File: src/rtl/instruction_fetch_if.sv
// Instruction-cache request/response bundle between the fetch stage and the cache.
interface instruction_fetch_if #(
    parameter int unsigned PC_WIDTH = 64
) ();
    logic                imemReq;
    logic [PC_WIDTH-1:0] imemAddr;
    logic                imemReady;
    logic [31:0]         imemData;

    modport master (
        output imemReq,
        output imemAddr,
        input  imemReady,
        input  imemData
    );

    modport slave (
        input  imemReq,
        input  imemAddr,
        output imemReady,
        output imemData
    );
endinterface

File: src/rtl/instruction_fetch.sv
// Fetch stage: holds the PC, fetches one instruction at a time from the cache,
// presents it downstream and resolves the next PC from branch/zero flags.
module instruction_fetch #(
    parameter int unsigned         PC_WIDTH     = 64,
    parameter logic [PC_WIDTH-1:0] RESET_PC     = '0,
    parameter bit                  HALT_ON_ZERO = 1'b1
) (
    input  logic                 clock,
    input  logic                 reset,
    instruction_fetch_if.master  imem,
    output logic [31:0]          instruction,
    output logic                 instructionValid,
    output logic [PC_WIDTH-1:0]  pcOut,
    input  logic                 stall,
    input  logic                 branch,
    input  logic                 unconditionalBranch,
    input  logic                 aluZero,
    output logic                 halted,
    output logic [31:0]          retireCount
);

    localparam int unsigned INSTR_WIDTH = 32;

    typedef enum logic [1:0] {
        FETCH = 2'd0,
        ISSUE = 2'd1,
        HALT  = 2'd2
    } state_t;

    state_t                  state, state_n;
    logic [PC_WIDTH-1:0]     pc, pc_n;
    logic [INSTR_WIDTH-1:0]  instr_q, instr_n;
    logic [31:0]             retire_q, retire_n;

    logic [PC_WIDTH-1:0]     offset_b;
    logic [PC_WIDTH-1:0]     offset_cb;
    logic [PC_WIDTH-1:0]     next_pc;

    // Word offsets: imm26 for B, imm19 (bits 23:5) for CB, both scaled by 4.
    assign offset_b  = {{(PC_WIDTH-28){instr_q[25]}}, instr_q[25:0], 2'b00};
    assign offset_cb = {{(PC_WIDTH-21){instr_q[23]}}, instr_q[23:5], 2'b00};

    always_comb begin
        next_pc = pc + PC_WIDTH'(4);
        if (unconditionalBranch) begin
            next_pc = pc + offset_b;
        end else if (branch && aluZero) begin
            next_pc = pc + offset_cb;
        end
    end

    always_ff @(posedge clock) begin
        if (reset) begin
            state    <= FETCH;
            pc       <= RESET_PC;
            instr_q  <= '0;
            retire_q <= '0;
        end else begin
            state    <= state_n;
            pc       <= pc_n;
            instr_q  <= instr_n;
            retire_q <= retire_n;
        end
    end

    always_comb begin
        state_n  = state;
        pc_n     = pc;
        instr_n  = instr_q;
        retire_n = retire_q;
        case (state)
            FETCH: begin
                if (imem.imemReady) begin
                    if (HALT_ON_ZERO && (imem.imemData == 32'h0)) begin
                        state_n = HALT;
                    end else begin
                        instr_n = imem.imemData;
                        state_n = ISSUE;
                    end
                end
            end
            ISSUE: begin
                // Retire only when downstream accepts; flags are ignored while stalled.
                if (!stall) begin
                    pc_n     = next_pc;
                    retire_n = retire_q + 32'd1;
                    state_n  = FETCH;
                end
            end
            HALT: begin
                state_n = HALT;
            end
            default: begin
                state_n = FETCH;
            end
        endcase
    end

    assign imem.imemReq     = (state == FETCH);
    assign imem.imemAddr    = pc;
    assign instruction      = instr_q;
    assign instructionValid = (state == ISSUE);
    assign pcOut            = pc;
    assign halted           = (state == HALT);
    assign retireCount      = retire_q;

endmodule

File: src/flat_wrapper.sv
// flat-port wrapper written by rule: the top's interface ports become plain ports
module instruction_fetch_flat 
#(
    parameter int unsigned         PC_WIDTH     = 64,
    parameter logic [PC_WIDTH-1:0] RESET_PC     = '0,
    parameter bit                  HALT_ON_ZERO = 1'b1
)
  (clock, reset, instruction, instructionValid, pcOut, stall, branch, unconditionalBranch, aluZero, halted, retireCount, imem_imemReq, imem_imemAddr, imem_imemReady, imem_imemData);
  instruction_fetch_if #(.PC_WIDTH(PC_WIDTH)) imem_i ();
  input  logic clock;
  input  logic reset;
  output logic [31:0] instruction;
  output logic instructionValid;
  output logic [PC_WIDTH-1:0] pcOut;
  input  logic stall;
  input  logic branch;
  input  logic unconditionalBranch;
  input  logic aluZero;
  output logic halted;
  output logic [31:0] retireCount;
  output wire logic [$bits(imem_i.imemReq)-1:0] imem_imemReq;
  output wire logic [$bits(imem_i.imemAddr)-1:0] imem_imemAddr;
  input wire logic [$bits(imem_i.imemReady)-1:0] imem_imemReady;
  input wire logic [$bits(imem_i.imemData)-1:0] imem_imemData;
  assign imem_imemReq = imem_i.imemReq;
  assign imem_imemAddr = imem_i.imemAddr;
  assign imem_i.imemReady = imem_imemReady;
  assign imem_i.imemData = imem_imemData;
  instruction_fetch #(.PC_WIDTH(PC_WIDTH), .RESET_PC(RESET_PC), .HALT_ON_ZERO(HALT_ON_ZERO)) u_core (.clock(clock), .reset(reset), .imem(imem_i), .instruction(instruction), .instructionValid(instructionValid), .pcOut(pcOut), .stall(stall), .branch(branch), .unconditionalBranch(unconditionalBranch), .aluZero(aluZero), .halted(halted), .retireCount(retireCount));
endmodule
File: config.mk
export PLATFORM = sky130hd
export DESIGN_NAME = instruction_fetch_flat
export DESIGN_NICKNAME = d
export VERILOG_FILES = /design/src/rtl/instruction_fetch_if.sv /design/src/rtl/instruction_fetch.sv /design/src/flat_wrapper.sv
export SDC_FILE = /design/constraint.sdc
export NUM_CORES = 1
export LEC_CHECK = 0
export BUFFER_PORTS_ARGS = -buffer_cell sky130_fd_sc_hd__buf_2
export CORE_ASPECT_RATIO = 2
export CORE_MARGIN = 2
export CORE_UTILIZATION = 35
export DETAILED_ROUTE_END_ITERATION = 10
export GPL_TIMING_DRIVEN = 0
export PLACE_DENSITY_LB_ADDON = 0.3
export SLEW_MARGIN = 20
export SYNTH_ARGS = -nofsm -noshare
export SYNTH_HDL_FRONTEND = slang
export SYNTH_SLANG_ARGS = --single-unit
File: constraint.sdc
create_clock -name clock -period 4.3 [get_ports clock]
set_input_delay 0.215 -clock clock [delete_from_list [all_inputs] [get_ports clock]]
set_output_delay 0.215 -clock clock [all_outputs]
set_load 0.02 [all_outputs]
Word level (Yosys, flattened, before mapping)
Index checks and enable logic that the tools add are counted.

storage, ports and cells
  input port bits = 39
  word-level logic and storage cells = 26
  bits in registers = 130
  output and inout port bits = 195
  memory bits (writable) = 0
  memory bits (read-only) = 0
  bits in latches = 0
  memories = 0

operators by class
  $add $sub $neg = 4
  reduce and logical (&&, ||, !) cells = 6
  bitwise logic cells = 2
  multiplexer cells = 6
  magnitude comparators = 0
  equality and inequality tests = 4
  $mul = 0
  shift-type cells = 0
  divide/modulo/power cells = 0

operators with widths
  cell                                                                     count
  64-bit adder                                                             2
  64-bit two-way mux                                                       2
  64-bit by 3-bit adder with 64-bit output, second input constant          1
  32-bit by 1-bit adder with 32-bit output, second input constant          1
  32-bit zero test                                                         1
  2-bit two-way mux                                                        3
  2-bit case mux with 3 select lines                                       1
  2-bit AND reduction                                                      2
  3-bit AND reduction                                                      1
  2-bit by 1-bit == test with 1-bit output, second input constant          1
  2-bit == test, second input constant                                     1
  2-bit zero test                                                          1
  2-bit by 1-bit inequality test with 1-bit output, second input constant  1
  2-bit inequality test, second input constant                             1
  1-bit inverter                                                           2
  1-bit logical AND                                                        1

Longest topological paths before layout
Gate-level depths: netlist (run 1).

  depth in word-level cells = 4
  mapped depth = 15
  gate-level depth less buffers = 14

Worst setup path before layout (run 1)
No wires, ideal clock.

  path type = reg2reg
  from = reg u_core.instr_q[23], in the netlist u_core.instruction[23]
  to = reg u_core.pc[62], in the netlist u_core.imem.imemAddr[62]
  path buffers = 0
  required time = 4,178 ps
  stages on the path, launching flop included = 13
  data arrival time = 4,690 ps
  clock period less this slack = 4,812 ps
  setup time = 122 ps
  path slack = -512 ps
  cell sequence = dfxtp_1 a31oi_1 a21oi_1 ha_1 a21o_1 a21o_1 a41o_1 a41oi_1 o2111ai_1 nand3_1 nand3_2 a31o_1 a221o_1

between the ends
  word-level cells in the longest chain between the ends = 3
  elaborated cells on any way between the ends = 4
  those cells by class = add/sub: 2; mux: 2

RTL lines
  what                      line                     text
  start: declaration        instruction_fetch.sv:32  logic [INSTR_WIDTH-1:0] instr_q, instr_n;
  start signal: assignment  instruction_fetch.sv:61  instr_q <= instr_n;
  64-bit adder              instruction_fetch.sv:48  next_pc = pc + offset_cb;
  64-bit two-way mux        instruction_fetch.sv:47  end else if (branch && aluZero) begin
  64-bit two-way mux (*)    instruction_fetch.sv:45  if (unconditionalBranch) begin
  end signal: assignment    instruction_fetch.sv:60  pc <= pc_n;
  end: declaration          instruction_fetch.sv:31  logic [PC_WIDTH-1:0] pc, pc_n;

Mark *: on every way between the ends. The rest lies on a longest branch, timed or not.
A chain may end at the register's enable or synchronous reset.

Final worst setup path (run 1)
Same ends and word-level chain as after synthesis.

==> metrics.txt, run 1 <==
status finished, final reports clean; Seq cells post-synth 128; vias in the first global route 9417; Synth area leaders dfxtp_1 (27%), ha_1 (8.3%), a21oi_1 (6.4%); EDFF count, synth 0; grt ovf 0; Crit Path Class reg2reg; CTS tree built; RSZ-0062 raised after global routing false; Area growth syn-to-layout 23.77%; critical path startpoint category flop; Placement Cell Area 10990 um2; gpl congestion 0.9120; share of cells above drive strength 1 25.93%; area leader, netlist dfxtp_1; capturing point of the worst reg2reg path u_core.imem.imemAddr[62]; share of the synthesized area in the top cell type 27.34%; Tot GR Track Use 21.67%; Final Slew Violations 0; Fill cells 2750; Final Hold Viols 0; Synth Cell Area 9373 um2; Max-cap violations 0; Sink Count 128; Critical Path AT 4.36 ns; most frequent cells in the layout buf_2 (235), nand2_1 (146), dfxtp_1 (128); Residual DRC 0; cells on worst reg2reg path 13; period utilization 93.90%; clk slew on worst S/H paths 0.07 ns; Peak VDD IR 0.2437 mV; CP max FO 26; YS warnings 0; Worst Skew 0.005901 ns; standard-cell rows 84; measured slew at the worst slew-check pin 0.9704 ns; Hold Path Depth 3; H-tree depth 4; Post-DP HPWL 24780 um; Synth Instances 1192; Crit. End Element flop; first-pass GRT wire length 48090 um; pwr dens 284.1 nW/um2; Port Buf Inserts 228; Initial DRC Count 385; # setup viols final 0; Max Freq 247.7 MHz; async set-reset flop share out of synthesis 0%; commonest non-fill, non-tap cell in the layout buf_2; drt first pass iters 6; Layout Utilization 44.15%; hold endpoint u_core.instruction[0]; Core Area 26280 um2; ys flop type dfxtp_1; nets 1547; worst-skew pair later-pin latency 0.44 ns; hold_sp imem_imemData[0]; dpl cells 1768; vias after detailed routing 9567; wire per inst 17.10 um; Static Leak 5.635 nW; largest net degree at the start of global routing 27; die area 28180 um2; io pins 234; Final TNS setup 0 ns; Die Wd 119.7 um; worst min path class in2reg; Period minus WS final 4.038 ns; antenna-violating nets left 0; vias per cell 5.309; slew margin rel. 34.71%; final wirelength 30820 um; WP data required 4.63 ns; R2R Path Start u_core.instruction[23]; reg-to-reg setup timing slack 0.26 ns; Die Y 235.4 um; root buf cell clkbuf_16; Unique masters post-synth 83; n_diodes 0; Initial Utilization 35.67%; CTS buffer count 17; clock buffer depth 2; non-filler cells, final 1802; Avg Cell Area, Syn 7.863 um2; initial antenna violation count 0; final instance area 11600 um2; register area share after synthesis 27.34%
[per-layer routing]
metal / track usage, % / part of all wire, % / vias to the layer above
met3: 3.682 / 3.8 / 80
met1: 20.68 / 36 / 4461
met2: 42.63 / 56 / 298
met5: 0 / 0 / -
li1: - / - / 4728
met4: 11.69 / 4.6 / 0
[worst max-delay path, stage by stage, from the launching register on]
cell	delay, ns
dfxtp_1	0.46
a31oi_2	0.29
a21oi_4	0.28
buf_16	0.21
ha_1	0.32
a21o_1	0.20
a21o_1	0.20
a41o_1	0.22
a41oi_1	0.39
o2111ai_1	0.31
nand3_1	0.26
nand3_2	0.18
a31o_1	0.27
a221o_1	0.32
[stage by stage]
step	setup WS [ns]	power, mW	hold slack (ns)
3_5_place_dp	-0.5796	1.915	0.4717
3_3_place_gp	-1.162	1.902	0.4613
5_1_grt	0.09533	3.444	0.01965
4_1_cts	0.09584	3.331	0.0007538
6_report	0.2624	3.296	0.02330
2_1_floorplan	0.2457	1.716	0.3555
[registers in the layout (all words and copies together) (netlist names)]
register	flops
u_core.imem.imemAddr	62
u_core.instruction	32
u_core.retireCount	32
u_core.state	2
[area by class of cell]
class / count / area [um2] / share of cell area (%)
multi-input cells: 913 / 5978 / 51.53
flip-flops and latches: 128 / 2562 / 22.09
repair buffers: 231 / 1186 / 10.22
plain buffers: 131 / 794.5 / 6.849
clock buffers: 18 / 439.2 / 3.786
well taps: 344 / 430.4 / 3.710
clock inverters: 14 / 123.9 / 1.068
inverters: 23 / 86.33 / 0.7442
[kinds of logic (layout without fill, tap and decap cells)]
kind of cell	count (synthesis)	count (layout)	share of synthesized area [%]
DFF	128	128	27.34
AOI/OAI and AO/OA	332	332	23.59
adders and majority gates	63	63	8.490
and+or+nand+nor	409	409	20.91
muxes	33	33	3.524
buffers and inverters	154	417	9.385
xor gates and xnor gates	72	72	6.728
other	1	4	0.04001
[cell usage after synthesis (5+ instances only)]
master    number
xnor2_1       36
o211ai_1       6
nand4_1       31
inv_1         23
nand2_1      146
or3_1          6
and3_1        20
a21o_1        33
o21ai_1       12
buf_6          6
nor3_1        12
o21ai_0       38
a211oi_1       7
buf_1          5
dfxtp_1      128
nor4_1        11
nand3_1       30
a22o_1        20
and2_1         5
clkbuf_1      47
a21oi_1      119
buf_4         66
ha_1          62
o21a_1        11
nor2b_1        9
a31oi_1        9
buf_2          7
o21bai_1      13
nor2_1       110
xor2_1        36
o31ai_1        8
mux2i_1       33
[how the worst max path moves through the flow]
stage                                start                       end  slack (ns)  cells past startpoint
CTS                 u_core.instruction[23]  u_core.imem.imemAddr[60]         0.1                     13
global placement       unconditionalBranch  u_core.imem.imemAddr[60]       -1.16                     13
finish              u_core.instruction[23]  u_core.imem.imemAddr[62]        0.26                     13
floorplan           u_core.instruction[23]  u_core.imem.imemAddr[62]        0.25                     12
detailed placement     unconditionalBranch  u_core.imem.imemAddr[62]       -0.58                     15
global route           unconditionalBranch  u_core.imem.imemAddr[62]         0.1                     15
[timing repair]
action | CTS | global route
gates resized for setup | 3 | 3
endpoints found under the hold margin | 1 | 0
hold buffers | 1 | 0
buffers inserted | 1 | 0
setup endpoints to repair | 10 | 4
[power by group]
| part | internal (mW) | switching [mW] | leakage [nW] | total (mW) |
|---|---|---|---|---|
| registers | 1.22 | 0.0463 | 1.04 | 1.27 |
| logic | 0.227 | 0.394 | 4.32 | 0.621 |
| clock network | 0.772 | 0.632 | 0.280 | 1.40 |
Power figures use the tool's default switching activity.
==> run 2: changes to the inputs <==
==> constraint.sdc (replaced) <==
create_clock -name clock -period 4.3 [get_ports clock]
set_input_delay 0 -clock clock [delete_from_list [all_inputs] [get_ports clock]]
set_output_delay 0 -clock clock [all_outputs]
set_load 0.02 [all_outputs]
==> metrics.txt, run 2 (same netlist as run 1, synthesis figures left out) <==
status finished, final reports clean; Crit. End Element flop; Residual DRC 0; Initial Utilization 35.67%; clk slew on worst S/H paths 0.06 ns; Sink Count 128; share of cells above drive strength 1 25.29%; buffers and inverters on the worst path 2; final worst slack 0.2254 ns; clock buffer depth 2; Worst Skew 0.007624 ns; Critical Path AT 4.40 ns; Tot GR Track Use 21.95%; vias in the first global route 9618; vias per cell 5.300; period utilization 94.76%; final wirelength 31190 um; io pins 234; CTS tree built; H-tree depth 4; drt first pass iters 5; Core Area 26280 um2; Die Y 235.4 um; first-pass GRT wire length 48740 um; commonest non-fill, non-tap cell in the layout buf_2; RSZ-0062 raised after global routing false; Slowest-stage cell, CP clkbuf_1; Initial DRC Count 356; Peak VDD IR 0.2528 mV; Die Wd 119.7 um; Port Buf Inserts 228; measured slew at the worst slew-check pin 0.9827 ns; pwr dens 278.4 nW/um2; initial antenna violation count 0; CTS buffer count 17; crit path cell chain clkbuf_1 > nor2_2 > clkbuf_1 > a21oi_1 > ha_1 > fa_1 > a21o_1 > o2bb2ai_1 > a311o_1 > o21ai_2 > o2111ai_1 > nand3_1 > nand3_2 > a31o_1 > a221o_1; worst-skew pair later-pin latency 0.44 ns; Setup WS pre-CTS -0.3646 ns; Final Slew Violations 0; Hold Slack 0.1369 ns; vias after detailed routing 9725; antenna-violating nets left 0; Layout Utilization 45.39%; Most Crowded Layer GR met2; non-filler cells, final 1835; reg-to-reg setup timing slack 0.24 ns; slowest stage delay, CP 0.43 ns; Final TNS setup 0 ns; crit-path most repeated cell clkbuf_1; Final Hold Viols 0; wire per inst 17.00 um; slew margin rel. 33.89%; n_diodes 0; root buf cell clkbuf_16; Post-DP HPWL 24780 um; global-route met2 utilization 43.19%; Period minus WS final 4.075 ns; critical path startpoint category primary input; dpl cells 1768; gpl congestion 0.9120; Crit Path Class in2reg; most frequent cells in the layout buf_2 (235), nand2_1 (146), dfxtp_1 (128); Max-cap violations 0; Static Leak 5.769 nW; max FFs per register 62; critical path's top delay family compound AO/OA/AOI/OAI gates; # setup viols final 0; routing usage on met3 3.731%; largest net degree at the start of global routing 27; nets 1580; Max Freq 245.4 MHz; CP max FO 10; die area 28180 um2; WP data required 4.63 ns; Area growth syn-to-layout 27.23%; met1 Use GR 20.85%; standard-cell rows 84; grt ovf 0; worst min path class in2reg
## run 2: cell count changes in the layout (fill, tap and decap cells not counted), sizes merged
cell and delta:
dlygate4sd3 +33
## run 2: power breakdown
part / internal, mW / leakage [nW] / switching [mW] / total (mW)
combinational: 0.246 / 4.45 / 0.398 / 0.644
clock: 0.772 / 0.280 / 0.633 / 1.40
sequential: 1.22 / 1.04 / 0.0466 / 1.27
## run 2: area by class of cell
class	instances	area [um2]
fillers	2686	14350
repair buffers	264	1516
clock inverters	14	123.9
flip-flops and latches	128	2562
clock buffers	18	439.2
inverters	23	86.33
plain buffers	131	793.3
multi-input cells	913	5973
well taps	344	430.4
## run 2: worst paths after layout
check | startpoint | endpoint | cells past startpoint
max | unconditionalBranch | u_core.imem.imemAddr[62] | 15
min | reset | u_core.imem.imemAddr[48] | 3
max reg2reg | u_core.instruction[23] | u_core.imem.imemAddr[62] | 13
min reg2reg | u_core.imem.imemAddr[47] | u_core.imem.imemAddr[47] | 2
## run 2: worst min-delay path, stage by stage
cell,delay (ns)
buf_2,0.13
nor2_1,0.16
a22o_1,0.23
## run 2: per-layer routing
| metal | wire length (um) | up-vias |
|---|---|---|
| met5 | 0 | - |
| met4 | 1563 | 0 |
| met3 | 1129 | 93 |
| met1 | 11130 | 4530 |
| li1 | - | 4793 |
| met2 | 17370 | 309 |
## run 2: stage by stage
step | cell area [um2] | power [mW]
2_1_floorplan | 9388 | 1.716
3_3_place_gp | 10960 | 1.902
3_5_place_dp | 10990 | 1.915
4_1_cts | 11910 | 3.353
5_1_grt | 11930 | 3.468
6_report | 11930 | 3.320
## run 2: timing repair
item | in CTS | in global routing
hold buffers | 34 | 0
endpoints found under the setup margin | 10 | 4
buffers inserted | 1 | 0
endpoints found under the hold margin | 34 | 0
gates resized for setup | 1 | 3
==> run 3: changes to the inputs <==
==> constraint.sdc (replaced) <==
create_clock -name clock -period 4.3 [get_ports clock]
set_input_delay 0 -clock clock [delete_from_list [all_inputs] [get_ports clock]]
set_output_delay 0 -clock clock [all_outputs]
set_load 0.05 [all_outputs]
==> metrics.txt, run 3 (same netlist as run 1, synthesis figures left out) <==
cells on worst reg2reg path 13; Peak VDD IR 0.2243 mV; Die Wd 119.7 um; CP max FO 10; RSZ-0062 raised after global routing false; status finished, final reports clean; worst min path class in2reg; Critical Path AT 4.51 ns; commonest non-fill, non-tap cell in the layout buf_2; Final Slew Violations 0; Period minus WS final 4.177 ns; Sink Count 128; Crit Path Class in2reg; crit path cell chain clkbuf_1 > nor2_2 > clkbuf_1 > a21oi_1 > ha_1 > fa_1 > a21o_1 > o2bb2ai_1 > a311o_1 > o21ai_2 > o2111ai_1 > nand3_1 > nand3_2 > a31o_1 > a221o_1; CTS tree built; root buf cell clkbuf_16; Worst Skew 0.01055 ns; io pins 234; Hold Path Depth 3; Final Hold Viols 0; first-pass GRT wire length 48230 um; Port Buf Inserts 228; worst-skew pair later-pin latency 0.45 ns; Setup WS pre-CTS -0.3851 ns; Crit. End Element flop; Residual DRC 0; drt first pass iters 5; gpl congestion 0.9211; largest net degree at the start of global routing 27; antenna-violating nets left 0; Initial Utilization 35.67%; vias in the first global route 9466; period utilization 97.15%; Multi-input gate area 5974 um2; max FFs per register 62; standard-cell rows 84; Initial DRC Count 349; Max-cap violations 0; slowest stage delay, CP 0.43 ns; Tot GR Track Use 21.73%; crit-path most repeated cell clkbuf_1; FF/Latch Area 2562 um2; critical path startpoint category primary input; Static Leak 5.765 nW; Fill cells 2683; H-tree depth 4; Max Freq 239.4 MHz; wire per inst 16.92 um; measured slew at the worst slew-check pin 0.8775 ns; Layout Utilization 45.44%; initial antenna violation count 0; WP data required 4.63 ns; Placement Cell Area 11000 um2; nets 1580; n_diodes 0; Die Y 235.4 um; Post-DP HPWL 24470 um; final instance area 11940 um2; share of cells above drive strength 1 25.22%; die area 28180 um2; slew margin rel. 41.50%; most frequent cells in the layout buf_2 (235), nand2_1 (146), dfxtp_1 (128); clock buffer depth 2; grt ovf 0; clk slew on worst S/H paths 0.06 ns; vias per cell 5.280; pwr dens 293.3 nW/um2; final worst slack 0.1226 ns; Slowest-stage cell, CP clkbuf_1; # setup viols final 0; final wirelength 31050 um; CTS buffer count 17; Area growth syn-to-layout 27.38%; Core Area 26280 um2; vias after detailed routing 9689
## run 3: cell count changes in the layout (fill, tap and decap cells not counted)
cell,previous run,this run
inv_6,5,6
nor4_1,10,9
bufinv_16,0,1
clkbuf_1,47,48
o31ai_2,1,0
o31ai_1,7,8
clkinv_4,6,3
clkbuf_8,1,0
clkinvlp_4,0,2
nor4_2,1,2
clkinv_2,1,0
## run 3: area by class of cell
class / instances / area share, %
buffer: 131 / 6.644
clock inverter: 14 / 1.226
timing repair buffer: 264 / 12.70
tap: 344 / 3.605
inverter: 23 / 0.7231
clock buffer: 18 / 3.595
sequential: 128 / 21.46
multi-input combinational: 913 / 50.04
## run 3: through the flow
stage	hold WS [ns]	setup TNS, ns	instances	power (mW)
after floorplan	0.1405	0	1195	1.849
after global placement	0.2445	-4.575	1767	2.034
after detailed placement	0.2538	-1.852	1768	2.047
after CTS	0.1078	0	1835	3.533
after global routing	0.1503	0	1835	3.643
final	0.1483	0	1835	3.502
## run 3: power by group
part           total, mW  internal, mW  switching, mW
clock               1.45         0.815          0.638
combinational      0.778         0.247          0.531
sequential          1.27          1.22         0.0464
total               3.50          2.29           1.22
## run 3: what timing repair did
item	CTS	global route
setup endpoints to repair	9	3
hold endpoints to repair	34	0
resized for setup	1	2
hold buffers	34	0
setup buffers	1	0
cloned	0	0
## run 3: path summary, 6_finish.rpt
| check | startpoint | endpoint | slack [ns] |
|---|---|---|---|
| hold / removal | reset | u_core.imem.imemAddr[48] | 0.15 |
| hold reg to reg | u_core.imem.imemAddr[52] | u_core.imem.imemAddr[52] | 0.49 |
| setup / recovery | unconditionalBranch | u_core.imem.imemAddr[62] | 0.12 |
| setup reg to reg | u_core.instruction[23] | u_core.imem.imemAddr[62] | 0.20 |
## run 3: critical path, delay by kind of cell
family	cells	cell delay, ns
AOI/OAI and AO/OA	8	2.20
and+or+nand+nor	3	0.93
adders and majority gates	2	0.67
buffers and inverters	2	0.70
## run 3: layer usage
layer	vias up	wire length [um]	track usage, %
met1	4488	11110	20.55
met4	0	1506	12.01
li1	4808	-	-
met5	-	0	0
met2	313	17220	43.22
met3	80	1216	3.149
